--- src/rtl/dpram_portb_arbiter.sv ---
// Purpose: round-robin arbiter/sequencer sharing port B of the CDC dual-port RAM among NUM_REQ clk_b requesters.
// Latency: gnt and RAM command one cycle after an eligible request; read data returned (rvalid/rdata) two cycles after gnt.
// Backpressure: requesters hold req until gnt; writes stall while ram_wr_busy or wr_lock is set, reads keep flowing.
//
// Ports:
//   clk_b, rst_b            port-B clock, asynchronous active-high reset
//   req/req_we              per-requester request and direction (1 = posted write)
//   req_addr/req_din        packed per-requester address and write data
//   gnt                     one-hot, one-cycle accept pulse
//   rvalid/rdata            one-hot read-return pulse and its data (rdata holds otherwise)
//   ram_we_b/addr_b/din_b   registered RAM port-B command
//   ram_dout_b              RAM read data, valid the cycle after the command
//   ram_wr_busy             RAM cross-domain write still in flight
module dpram_portb_arbiter #(
    parameter int NUM_REQ    = 4,
    parameter int DATA_WIDTH = 8,
    parameter int ADDR_WIDTH = 4
) (
    input  logic                           clk_b,
    input  logic                           rst_b,
    input  logic [NUM_REQ-1:0]             req,
    input  logic [NUM_REQ-1:0]             req_we,
    input  logic [NUM_REQ*ADDR_WIDTH-1:0]  req_addr,
    input  logic [NUM_REQ*DATA_WIDTH-1:0]  req_din,
    output logic [NUM_REQ-1:0]             gnt,
    output logic [NUM_REQ-1:0]             rvalid,
    output logic [DATA_WIDTH-1:0]          rdata,
    output logic                           ram_we_b,
    output logic [ADDR_WIDTH-1:0]          ram_addr_b,
    output logic [DATA_WIDTH-1:0]          ram_din_b,
    input  logic [DATA_WIDTH-1:0]          ram_dout_b,
    input  logic                           ram_wr_busy
);

    localparam int IDX_W = (NUM_REQ > 1) ? $clog2(NUM_REQ) : 1;
    typedef logic [IDX_W-1:0] idx_t;

    // (base + k) mod NUM_REQ for k < NUM_REQ, without a divider
    function automatic idx_t wrap_idx(input int base, input int k);
        int s;
        s = base + k;
        if (s >= NUM_REQ) begin
            s = s - NUM_REQ;
        end
        return idx_t'(s);
    endfunction

    logic [NUM_REQ-1:0]    gnt_q, gnt_d;
    logic [NUM_REQ-1:0]    rvalid_q, rvalid_d;
    logic [DATA_WIDTH-1:0] rdata_q, rdata_d;
    logic                  ram_we_q, ram_we_d;
    logic [ADDR_WIDTH-1:0] ram_addr_q, ram_addr_d;
    logic [DATA_WIDTH-1:0] ram_din_q, ram_din_d;
    idx_t                  rr_ptr_q, rr_ptr_d;
    logic                  wr_lock_q, wr_lock_d;
    logic                  rd1_vld_q, rd1_vld_d;
    idx_t                  rd1_idx_q, rd1_idx_d;
    logic                  rd2_vld_q, rd2_vld_d;
    idx_t                  rd2_idx_q, rd2_idx_d;

    logic [NUM_REQ-1:0]    elig;
    logic                  win_vld;
    idx_t                  win_idx;

    // A requester sees its gnt during the grant cycle and still has req up;
    // masking with gnt_q stops it from being granted a second time.
    // wr_lock_q covers the cycle before ram_wr_busy reflects our own write.
    always_comb begin
        elig = '0;
        for (int i = 0; i < NUM_REQ; i++) begin
            elig[i] = req[i] && !gnt_q[i] &&
                      (!req_we[i] || (!ram_wr_busy && !wr_lock_q));
        end
    end

    // First eligible requester at or after rr_ptr, ascending with wrap.
    always_comb begin
        win_vld = 1'b0;
        win_idx = '0;
        for (int k = 0; k < NUM_REQ; k++) begin
            if (!win_vld && elig[wrap_idx(int'(rr_ptr_q), k)]) begin
                win_vld = 1'b1;
                win_idx = wrap_idx(int'(rr_ptr_q), k);
            end
        end
    end

    always_comb begin
        gnt_d      = '0;
        ram_we_d   = 1'b0;
        ram_addr_d = ram_addr_q;
        ram_din_d  = ram_din_q;
        rr_ptr_d   = rr_ptr_q;
        wr_lock_d  = 1'b0;
        rd1_vld_d  = 1'b0;
        rd1_idx_d  = rd1_idx_q;
        if (win_vld) begin
            gnt_d[win_idx] = 1'b1;
            ram_we_d       = req_we[win_idx];
            ram_addr_d     = req_addr[int'(win_idx)*ADDR_WIDTH +: ADDR_WIDTH];
            ram_din_d      = req_din[int'(win_idx)*DATA_WIDTH +: DATA_WIDTH];
            rr_ptr_d       = wrap_idx(int'(win_idx), 1);
            wr_lock_d      = req_we[win_idx];
            rd1_vld_d      = !req_we[win_idx];
            rd1_idx_d      = win_idx;
        end

        // Stage 1 is live in the grant cycle, stage 2 in the cycle the RAM
        // presents dout; the result is registered out one cycle later.
        rd2_vld_d = rd1_vld_q;
        rd2_idx_d = rd1_idx_q;
        rvalid_d  = '0;
        rdata_d   = rdata_q;
        if (rd2_vld_q) begin
            rvalid_d[rd2_idx_q] = 1'b1;
            rdata_d             = ram_dout_b;
        end
    end

    always_ff @(posedge clk_b or posedge rst_b) begin
        if (rst_b) begin
            gnt_q      <= '0;
            rvalid_q   <= '0;
            rdata_q    <= '0;
            ram_we_q   <= 1'b0;
            ram_addr_q <= '0;
            ram_din_q  <= '0;
            rr_ptr_q   <= '0;
            wr_lock_q  <= 1'b0;
            rd1_vld_q  <= 1'b0;
            rd1_idx_q  <= '0;
            rd2_vld_q  <= 1'b0;
            rd2_idx_q  <= '0;
        end else begin
            gnt_q      <= gnt_d;
            rvalid_q   <= rvalid_d;
            rdata_q    <= rdata_d;
            ram_we_q   <= ram_we_d;
            ram_addr_q <= ram_addr_d;
            ram_din_q  <= ram_din_d;
            rr_ptr_q   <= rr_ptr_d;
            wr_lock_q  <= wr_lock_d;
            rd1_vld_q  <= rd1_vld_d;
            rd1_idx_q  <= rd1_idx_d;
            rd2_vld_q  <= rd2_vld_d;
            rd2_idx_q  <= rd2_idx_d;
        end
    end

    assign gnt        = gnt_q;
    assign rvalid     = rvalid_q;
    assign rdata      = rdata_q;
    assign ram_we_b   = ram_we_q;
    assign ram_addr_b = ram_addr_q;
    assign ram_din_b  = ram_din_q;

endmodule
--- config.mk ---
export PLATFORM = sky130hd
export DESIGN_NAME = dpram_portb_arbiter
export DESIGN_NICKNAME = d
export VERILOG_FILES = /design/src/rtl/dpram_portb_arbiter.sv
export SDC_FILE = /design/constraint.sdc
export NUM_CORES = 1
export LEC_CHECK = 0
export ABC_AREA = 0
export CAP_MARGIN = 10
export CORE_MARGIN = 2
export CORE_UTILIZATION = 36
export DETAILED_ROUTE_END_ITERATION = 12
export HOLD_SLACK_MARGIN = 0.08
export PLACE_DENSITY = 0.8
export SYNTH_ARGS = -nofsm -noshare
export SYNTH_HDL_FRONTEND = slang
export SYNTH_SLANG_ARGS = --single-unit
--- constraint.sdc ---
create_clock -name clk_b -period 2.2 [get_ports clk_b]
set_input_delay 0.22 -clock clk_b [delete_from_list [all_inputs] [get_ports clk_b]]
set_output_delay 0.22 -clock clk_b [all_outputs]
set_load 0.02 [all_outputs]
==> results of run 1 <==
==> cell type report <==
class / count / area, sq um / area share [%]
flip-flops and latches: 37 / 927 / 29.0
well taps: 70 / 87.6 / 2.74
repair buffers: 114 / 1110 / 34.9
clock buffers: 5 / 68.8 / 2.16
multi-input cells: 106 / 935 / 29.3
clock inverters: 3 / 46.3 / 1.45
inverters: 4 / 15.0 / 0.470
==> metal layers <==
layer,up-vias,share of wire (%)
met5,-,0
met1,750,40
met2,66,51
met4,0,1.4
met3,10,7.2
li1,790,-
==> critical path, cell delays in order <==
cell	delay, ns
sky130_fd_sc_hd__clkdlybuf4s50_1	0.61
sky130_fd_sc_hd__o21ai_2	0.12
sky130_fd_sc_hd__a22o_1	0.21
sky130_fd_sc_hd__a21o_1	0.18
sky130_fd_sc_hd__a31oi_4	0.17
sky130_fd_sc_hd__buf_4	0.16
sky130_fd_sc_hd__mux4_2	0.51
sky130_fd_sc_hd__and2_1	0.17
==> per-stage QoR <==
| step | hold WS [ns] | setup slack, ns |
|---|---|---|
| floorplan | 0.331 | 0.0707 |
| global placement | 0.336 | -0.390 |
| detailed placement | 0.339 | -0.504 |
| CTS | 0.342 | 0.0178 |
| global route | 0.362 | -0.0422 |
| finish | 0.323 | 0.0420 |
==> state kept, by name, summed over array words and instances (netlist names) <==
| signal | flops |
|---|---|
| ram_addr_b | 4 |
| rdata | 8 |
| ram_din_b | 8 |
| ram_we_b | 1 |
| rd1_idx_q | 2 |
| rr_ptr_q | 2 |
| rd2_idx_q | 2 |
| rd1_vld_q | 1 |
| rd2_vld_q | 1 |
| gnt | 4 |
| rvalid | 4 |
==> logic make-up after synthesis <==
| logic type | after synthesis | synth area share (%) |
|---|---|---|
| and+or+nand+nor | 47 | 13.2 |
| DFF | 37 | 48.3 |
| muxes | 33 | 18.4 |
| AOI/OAI and AO/OA | 22 | 13.6 |
| buffers and inverters | 11 | 3.92 |
| adders and majority gates | 4 | 2.61 |
==> worst paths after layout <==
kind	end	depth (start not counted)	slack [ns]
setup / recovery	ram_we_b$_DFF_PP0_	8	0.04
hold / removal	rvalid[0]$_DFF_PP0_	3	0.32
setup reg to reg	ram_we_b$_DFF_PP0_	7	0.08
hold reg to reg	rd2_vld_q$_DFF_PP0_	0	0.35
max in group asynchronous	ram_we_b$_DFF_PP0_	3	1.54
min in group clk_b	rd2_vld_q$_DFF_PP0_	0	0.35
==> where the power goes <==
| group | switching, mW | leakage [nW] | internal, mW |
|---|---|---|---|
| combinational | 1.12 | 0.921 | 1.23 |
| sequential | 0.229 | 0.445 | 1.01 |
| clock | 0.245 | 0.0543 | 0.339 |
| total | 1.59 | 1.42 | 2.58 |
==> repair_timing <==
item / in CTS / in global routing
resized for setup: 1 / 8
hold endpoints to repair: 0 / 0
hold buffers: 0 / 0
endpoints found under the setup margin: 12 / 16
==> cell usage in the layout, fill, tap and decap left out, drive strengths merged, types with 2 or more instances in the layout <==
master	instances
clkbuf	5
buf	19
nor3b	2
a221oi	12
mux2i	24
and3b	2
nand3b	4
o21ai	4
dfrtp	37
and2	5
ha	4
mux2	8
inv	4
clkdlybuf4s50	95
nand2	14
nor2	15
a21o	3
==> flow_summary.html, run 1 <==
<table>
<tr><th>Metric</th><th>Value</th></tr>
<tr><th colspan="2">CTS</th></tr>
<tr><td>Clock tree from TritonCTS</td><td>done</td></tr>
<tr><td>Skew-Pair Late Insertion Delay</td><td>0.29 ns</td></tr>
<tr><td>Count of buffers added by post-CTS timing repair for setup</td><td>0</td></tr>
<tr><td>Maximum buffer depth of the clock tree</td><td>2</td></tr>
<tr><td>Root Buffer</td><td>sky130_fd_sc_hd__clkbuf_8</td></tr>
<tr><td>Clock-pin slew on the worst setup and hold paths</td><td>0.07 ns</td></tr>
<tr><td>Num CTS Buffers</td><td>5</td></tr>
<tr><td>Number of sinks on the clock net</td><td>37</td></tr>
<tr><td>CTS HTree Levels</td><td>2</td></tr>
<tr><th colspan="2">STA</th></tr>
<tr><td>Time the worst path needs with I/O delays and setup</td><td>2.16 ns</td></tr>
<tr><td>Setup total negative slack</td><td>0 ns</td></tr>
<tr><td>Fin. Hold Viols</td><td>0</td></tr>
<tr><td>Worst Skew</td><td>0.00278 ns</td></tr>
<tr><td>Worst Tran Pin Value</td><td>0.710 ns</td></tr>
<tr><td>Final Slew Violations</td><td>0</td></tr>
<tr><td>Setup-violating endpoint count in the final report</td><td>0</td></tr>
<tr><td>Worst max-slew margin expressed relative to the limit</td><td>52.6%</td></tr>
<tr><td>Final period util</td><td>98.1%</td></tr>
<tr><td>Highest clock rate</td><td>463 MHz</td></tr>
<tr><th colspan="2">Power and ir drop</th></tr>
<tr><td>Final total power</td><td>4.17 mW</td></tr>
<tr><td>Power density relative to cell area</td><td>1310 nW/um^2</td></tr>
<tr><td>Pleak</td><td>1.42 nW</td></tr>
<tr><td>Max VDD drop</td><td>0.586 mV</td></tr>
<tr><th colspan="2">Cells and area</th></tr>
<tr><td>Layout Nets</td><td>339</td></tr>
<tr><td>Proportion of layout cells with a drive suffix above 1</td><td>21.9%</td></tr>
<tr><td>Layout fillers</td><td>436</td></tr>
<tr><td>Final Instance Count excl. Fillers</td><td>339</td></tr>
<tr><td>Core Util, Final</td><td>62.5%</td></tr>
<tr><td>Area of all placed cells without fillers</td><td>3190 sq um</td></tr>
<tr><td>ANT cells</td><td>0</td></tr>
<tr><td>Layout-stage area growth over the synthesis result</td><td>66.6%</td></tr>
<tr><th colspan="2">Critical path</th></tr>
<tr><td>Launching element type of the critical path</td><td>primary input</td></tr>
<tr><td>Element type at the critical path end</td><td>flip-flop</td></tr>
<tr><td>Crit path arrival time</td><td>2.34 ns</td></tr>
<tr><td>Critical Path Source</td><td>ram_wr_busy</td></tr>
<tr><td>R2r startpoint</td><td>ram_we_b$_DFF_PP0_</td></tr>
<tr><td>Crit Path Category</td><td>in2reg</td></tr>
<tr><td>Largest fanout on the critical path</td><td>4</td></tr>
<tr><td>Critical path required time</td><td>2.38 ns</td></tr>
<tr><th colspan="2">Detailed routing</th></tr>
<tr><td>Number of vias per cell after detailed routing</td><td>4.77</td></tr>
<tr><td>Antenna violation net count after detailed routing</td><td>0</td></tr>
<tr><td>Total DRC errors in the routed layout</td><td>0</td></tr>
<tr><td>Vias after detailed routing</td><td>1,616</td></tr>
<tr><td>DRT Wirelength</td><td>4.75 mm</td></tr>
<tr><td>First drt pass iteration count</td><td>4</td></tr>
<tr><td>Number of violations reported at the end of detailed-routing iteration 0</td><td>74</td></tr>
<tr><td>Routed length per placed instance</td><td>14.0 um</td></tr>
<tr><th colspan="2">Synthesis</th></tr>
<tr><td>Cell area after synthesis</td><td>1920 sq um</td></tr>
<tr><td>Post-synth cell types</td><td>32</td></tr>
<tr><td>Mapped Cells</td><td>154</td></tr>
<tr><td>Main flop type after synthesis</td><td>sky130_fd_sc_hd__dfrtp_1</td></tr>
<tr><td>Async set or reset register ratio after synthesis</td><td>100%</td></tr>
<tr><td>Number of storage elements in the synthesis netlist</td><td>37</td></tr>
<tr><td>Commonest cells in the synthesized netlist</td><td>sky130_fd_sc_hd__dfrtp_1, sky130_fd_sc_hd__mux2i_1, sky130_fd_sc_hd__nor2_1, sky130_fd_sc_hd__nand2_1, sky130_fd_sc_hd__a221oi_2</td></tr>
<tr><td>Most common cell in the synthesized netlist</td><td>sky130_fd_sc_hd__dfrtp_1</td></tr>
<tr><td>Post-synth EDFFs</td><td>0</td></tr>
<tr><td>Cell types occupying the most area after synthesis</td><td>sky130_fd_sc_hd__dfrtp_1, sky130_fd_sc_hd__mux2i_1, sky130_fd_sc_hd__a221oi_2, sky130_fd_sc_hd__mux2_2, sky130_fd_sc_hd__nor2_1</td></tr>
<tr><td>Area share of the largest cell type after synthesis</td><td>48.3%</td></tr>
<tr><td>Sequential area share after synthesis</td><td>48.3%</td></tr>
<tr><td>Post-Syn Nets</td><td>225</td></tr>
<tr><td>Synth warnings</td><td>0</td></tr>
<tr><td>Most area-hungry cell type in the Yosys netlist</td><td>sky130_fd_sc_hd__dfrtp_1</td></tr>
<tr><td>Syn Area/Cell</td><td>12.4 sq um</td></tr>
<tr><th colspan="2">Global route</th></tr>
<tr><td>Most congested layer reported by global routing</td><td>met2</td></tr>
<tr><td>Number of global-route vias before repair</td><td>1,753</td></tr>
<tr><td>Pin count of the biggest net entering global routing</td><td>38</td></tr>
<tr><td>Met1 routing resource usage after global routing</td><td>19.4%</td></tr>
<tr><td>Aggregate global routing overflow</td><td>0</td></tr>
<tr><td>Met2 usage</td><td>28.2%</td></tr>
<tr><td>GRT met3 Usage</td><td>6.00%</td></tr>
<tr><td>Antenna violations before repair</td><td>0</td></tr>
<tr><td>Global-route wire length before repair</td><td>7.93 mm</td></tr>
<tr><td>Overall track demand over capacity in global routing</td><td>16.6%</td></tr>
<tr><th colspan="2">Place</th></tr>
<tr><td>HPWL Detailed</td><td>3.62 mm</td></tr>
<tr><td>Number of port buffers</td><td>95</td></tr>
<tr><td>Placement-stage cell area</td><td>3050 sq um</td></tr>
<tr><td>Weighted congestion reported at the end of routability-driven placement</td><td>0.931</td></tr>
<tr><td>Placed insts</td><td>331</td></tr>
<tr><th colspan="2">Floorplan</th></tr>
<tr><td>Core Region</td><td>5110 sq um</td></tr>
<tr><td>Die ar.</td><td>5920 sq um</td></tr>
<tr><td>Die span in x</td><td>77.0 um</td></tr>
<tr><td>Initial core utilization</td><td>37.5%</td></tr>
<tr><td>Number of placed I/O pins</td><td>96</td></tr>
<tr><td>DIE HEIGHT</td><td>77.0 um</td></tr>
<tr><td>Cell Rows</td><td>26</td></tr>
<tr><th colspan="2">Hold path</th></tr>
<tr><td>Class of the tightest hold or removal check</td><td>in2async</td></tr>
<tr><th colspan="2">Status</th></tr>
<tr><td>Outcome</td><td>complete, no violations</td></tr>
<tr><th colspan="2">Run</th></tr>
<tr><td>Max-Cap Viols</td><td>0</td></tr>
</table>
Note: power is estimated with default switching activity, not from simulation.
==> inputs of run 2 (changes only) <==
GPL_ROUTABILITY_DRIVEN = 0   (was not set)
==> results of run 2 <==
No change in the layout: final DEF, timing and power equal those of run 1.
==> inputs of run 3 (changes only) <==
CORE_ASPECT_RATIO = 0.6   (was not set)
==> run 3 against run 2 <==
  * Sequential power about the same
  * Cell count decreased by 2.9%
  * First-iteration DRC count fell by 24%
  * Worst setup slack better by 0.054 ns
  * Global-route usage increased by 1.1 points
  * Worst hold slack worse by 0.053 ns
  * Non-clock buffer count is 6 lower
  * Utilization fell by 1.2 points
  * Fmax is 2.6% higher
  * Largest cell class unchanged
  * Die area is 0.32% higher
==> flow_summary.html, run 3 (same netlist as run 1, synthesis figures left out) <==
<table>
<tr><th>Metric</th><th>Value</th></tr>
<tr><th colspan="2">STA</th></tr>
<tr><td>Highest clock rate</td><td>475 MHz</td></tr>
<tr><td>Setup-violating endpoint count in the final report</td><td>0</td></tr>
<tr><td>Fin. Hold Viols</td><td>0</td></tr>
<tr><td>Setup total negative slack</td><td>0 ns</td></tr>
<tr><td>Time the worst path needs with I/O delays and setup</td><td>2.10 ns</td></tr>
<tr><td>Worst Tran Pin Value</td><td>0.451 ns</td></tr>
<tr><td>Final period util</td><td>95.6%</td></tr>
<tr><td>Worst max-slew margin expressed relative to the limit</td><td>69.9%</td></tr>
<tr><td>Setup slack of the critical path after layout</td><td>0.0962 ns</td></tr>
<tr><td>Final Slew Violations</td><td>0</td></tr>
<tr><td>Worst Skew</td><td>0.00672 ns</td></tr>
<tr><th colspan="2">Detailed routing</th></tr>
<tr><td>Total DRC errors in the routed layout</td><td>0</td></tr>
<tr><td>Number of violations reported at the end of detailed-routing iteration 0</td><td>56</td></tr>
<tr><td>Antenna violation net count after detailed routing</td><td>0</td></tr>
<tr><td>Vias after detailed routing</td><td>1,637</td></tr>
<tr><td>First drt pass iteration count</td><td>4</td></tr>
<tr><td>Routed length per placed instance</td><td>15.5 um</td></tr>
<tr><td>DRT Wirelength</td><td>5.11 mm</td></tr>
<tr><td>Number of vias per cell after detailed routing</td><td>4.98</td></tr>
<tr><th colspan="2">Global route</th></tr>
<tr><td>Global-route wire length before repair</td><td>8.11 mm</td></tr>
<tr><td>Aggregate global routing overflow</td><td>0</td></tr>
<tr><td>Overall track demand over capacity in global routing</td><td>17.7%</td></tr>
<tr><td>Pin count of the biggest net entering global routing</td><td>25</td></tr>
<tr><td>Number of global-route vias before repair</td><td>1,664</td></tr>
<tr><td>Antenna violations before repair</td><td>0</td></tr>
<tr><th colspan="2">Power and ir drop</th></tr>
<tr><td>Power density relative to cell area</td><td>1340 nW/um^2</td></tr>
<tr><td>Switching power total</td><td>1.60 mW</td></tr>
<tr><td>Sequential power share</td><td>29.8%</td></tr>
<tr><td>Share of total power consumed by net switching</td><td>38.0%</td></tr>
<tr><td>Pleak</td><td>1.40 nW</td></tr>
<tr><td>Logic gate share of total power</td><td>55.7%</td></tr>
<tr><td>Proportion of power drawn by the clock network</td><td>14.4%</td></tr>
<tr><td>Max VDD drop</td><td>0.603 mV</td></tr>
<tr><td>Final total power</td><td>4.21 mW</td></tr>
<tr><td>Power Internal</td><td>2.61 mW</td></tr>
<tr><th colspan="2">Floorplan</th></tr>
<tr><td>Number of placed I/O pins</td><td>96</td></tr>
<tr><td>Initial core utilization</td><td>37.5%</td></tr>
<tr><td>DIE HEIGHT</td><td>60.5 um</td></tr>
<tr><td>Core Region</td><td>5100 sq um</td></tr>
<tr><td>Die span in x</td><td>98.2 um</td></tr>
<tr><td>Die ar.</td><td>5940 sq um</td></tr>
<tr><td>Cell Rows</td><td>20</td></tr>
<tr><th colspan="2">Cells and area</th></tr>
<tr><td>Layout fillers</td><td>441</td></tr>
<tr><td>ANT cells</td><td>0</td></tr>
<tr><td>Area occupied by registers</td><td>926 sq um</td></tr>
<tr><td>Area of all placed cells without fillers</td><td>3130 sq um</td></tr>
<tr><td>Combined area of the multi-input logic cells</td><td>917 sq um</td></tr>
<tr><td>Layout Nets</td><td>333</td></tr>
<tr><td>Highest-count cells in the layout ignoring fill and taps</td><td>sky130_fd_sc_hd__clkdlybuf4s50_1, sky130_fd_sc_hd__dfrtp_1, sky130_fd_sc_hd__mux2i_1, sky130_fd_sc_hd__nor2_1, sky130_fd_sc_hd__nand2_1</td></tr>
<tr><td>Most common cell after layout, fill and taps aside</td><td>sky130_fd_sc_hd__clkdlybuf4s50_1</td></tr>
<tr><td>Core Util, Final</td><td>61.3%</td></tr>
<tr><td>Layout-stage area growth over the synthesis result</td><td>63.3%</td></tr>
<tr><td>Proportion of layout cells with a drive suffix above 1</td><td>17.5%</td></tr>
<tr><th colspan="2">Critical path</th></tr>
<tr><td>Element type at the critical path end</td><td>flip-flop</td></tr>
<tr><td>Critical Path Source</td><td>ram_we_b$_DFF_PP0_</td></tr>
<tr><td>Highest cell delay on the worst timing path</td><td>0.44 ns</td></tr>
<tr><td>Largest fanout on the critical path</td><td>17</td></tr>
<tr><td>Cell type of the slowest stage on the worst timing path</td><td>sky130_fd_sc_hd__dfrtp_1</td></tr>
<tr><td>Launching element type of the critical path</td><td>flip-flop</td></tr>
<tr><td>Depth of the worst register-to-register path</td><td>7</td></tr>
<tr><td>CP cell instances</td><td>o21ai_1 &gt; nand3b_1 &gt; o311ai_2 &gt; a21o_2 &gt; buf_12 &gt; mux2i_1 &gt; a221oi_1</td></tr>
<tr><td>Worst setup endpoint</td><td>ram_din_b[7]$_DFFE_PP0P_</td></tr>
<tr><td>Critical path required time</td><td>2.38 ns</td></tr>
<tr><td>Endpoint of the worst-slack reg-to-reg timing path</td><td>ram_din_b[7]$_DFFE_PP0P_</td></tr>
<tr><td>Critical path depth in cells</td><td>7</td></tr>
<tr><td>Largest delay contributor family on the critical path</td><td>compound AO/OA/AOI/OAI gates</td></tr>
<tr><td>Reg-to-reg setup timing slack</td><td>0.1 ns</td></tr>
<tr><td>Crit path buf inv count</td><td>1</td></tr>
<tr><td>R2r startpoint</td><td>ram_we_b$_DFF_PP0_</td></tr>
<tr><td>Crit path arrival time</td><td>2.28 ns</td></tr>
<tr><td>Crit Path Category</td><td>reg2reg</td></tr>
<tr><th colspan="2">CTS</th></tr>
<tr><td>Root Buffer</td><td>sky130_fd_sc_hd__clkbuf_8</td></tr>
<tr><td>Hold_buf cts</td><td>0</td></tr>
<tr><td>Clock-pin slew on the worst setup and hold paths</td><td>0.08 ns</td></tr>
<tr><td>Number of sinks on the clock net</td><td>37</td></tr>
<tr><td>Clock tree from TritonCTS</td><td>done</td></tr>
<tr><td>Maximum buffer depth of the clock tree</td><td>2</td></tr>
<tr><td>CTS HTree Levels</td><td>2</td></tr>
<tr><td>Num CTS Buffers</td><td>5</td></tr>
<tr><td>Skew-Pair Late Insertion Delay</td><td>0.28 ns</td></tr>
<tr><th colspan="2">Place</th></tr>
<tr><td>Post-place setup slack</td><td>-0.218 ns</td></tr>
<tr><td>Number of port buffers</td><td>95</td></tr>
<tr><td>HPWL Detailed</td><td>4.09 mm</td></tr>
<tr><td>Placement-stage cell area</td><td>3010 sq um</td></tr>
<tr><th colspan="2">Status</th></tr>
<tr><td>Outcome</td><td>complete, no violations</td></tr>
<tr><th colspan="2">Hold path</th></tr>
<tr><td>Class of the tightest hold or removal check</td><td>in2async</td></tr>
<tr><th colspan="2">Run</th></tr>
<tr><td>Max-Cap Viols</td><td>0</td></tr>
</table>
-- run 3: cell types whose count changed in the layout (fill, tap and decap cells not counted), sizes merged --
cell and delta:
buf -6, clkbuf +2, clkinv -1, clkinvlp -1
-- run 3: worst min-delay path, cell delays in order --
cell                              delay (ns)
sky130_fd_sc_hd__clkdlybuf4s50_1        0.40
sky130_fd_sc_hd__inv_1                  0.08
sky130_fd_sc_hd__buf_4                  0.22
-- run 3: worst min-delay path by stage --
| stage | end | slack (ns) | depth (start not counted) |
|---|---|---|---|
| finish | ram_din_b[6]$_DFFE_PP0P_ | 0.27 | 3 |
| global route | ram_din_b[6]$_DFFE_PP0P_ | 0.29 | 3 |
| CTS | ram_din_b[6]$_DFFE_PP0P_ | 0.27 | 3 |
| detailed placement | rd2_vld_q$_DFF_PP0_ | 0.35 | 0 |
| global placement | rd2_vld_q$_DFF_PP0_ | 0.33 | 0 |
| floorplan | rd2_vld_q$_DFF_PP0_ | 0.33 | 0 |
-- run 3: per-layer routing --
metal | global-route usage (%) | routed length (um) | vias to the layer above
met5 | 0 | 0 | -
met4 | 3.33 | 0 | 0
met3 | 5.76 | 413 | 0
met2 | 29.2 | 2320 | 72
met1 | 23.7 | 2370 | 789
li1 | - | - | 776
-- run 3: area by class of cell --
type                    instances  area share, %
inverters                       4          0.480
repair buffers                108           34.3
flip-flops and latches         37           29.6
multi-input cells             106           29.3
well taps                      66           2.64
clock buffers                   7           2.76
clock inverters                 1          0.959
-- run 3: repair_timing --
action                     CTS  global route
buffers inserted             0             1
setup endpoints to repair    0            14
resized for setup            0             1
-- run 3: through the flow --
stage / hold slack, ns / instances
after CTS: 0.269 / 328
final: 0.271 / 329
after detailed placement: 0.354 / 320
after global placement: 0.333 / 320
after global routing: 0.289 / 329
after floorplan: 0.331 / 154
-- run 3: power groups by stage --
stage / Clock (mW) / Sequential (mW) / Combinational [mW]
after floorplan: 0 / 1.52 / 1.12
after global placement: 0 / 1.26 / 2.29
after detailed placement: 0 / 1.27 / 2.34
after CTS: 0.625 / 1.26 / 2.35
after global routing: 0.662 / 1.30 / 2.52
final: 0.608 / 1.26 / 2.35
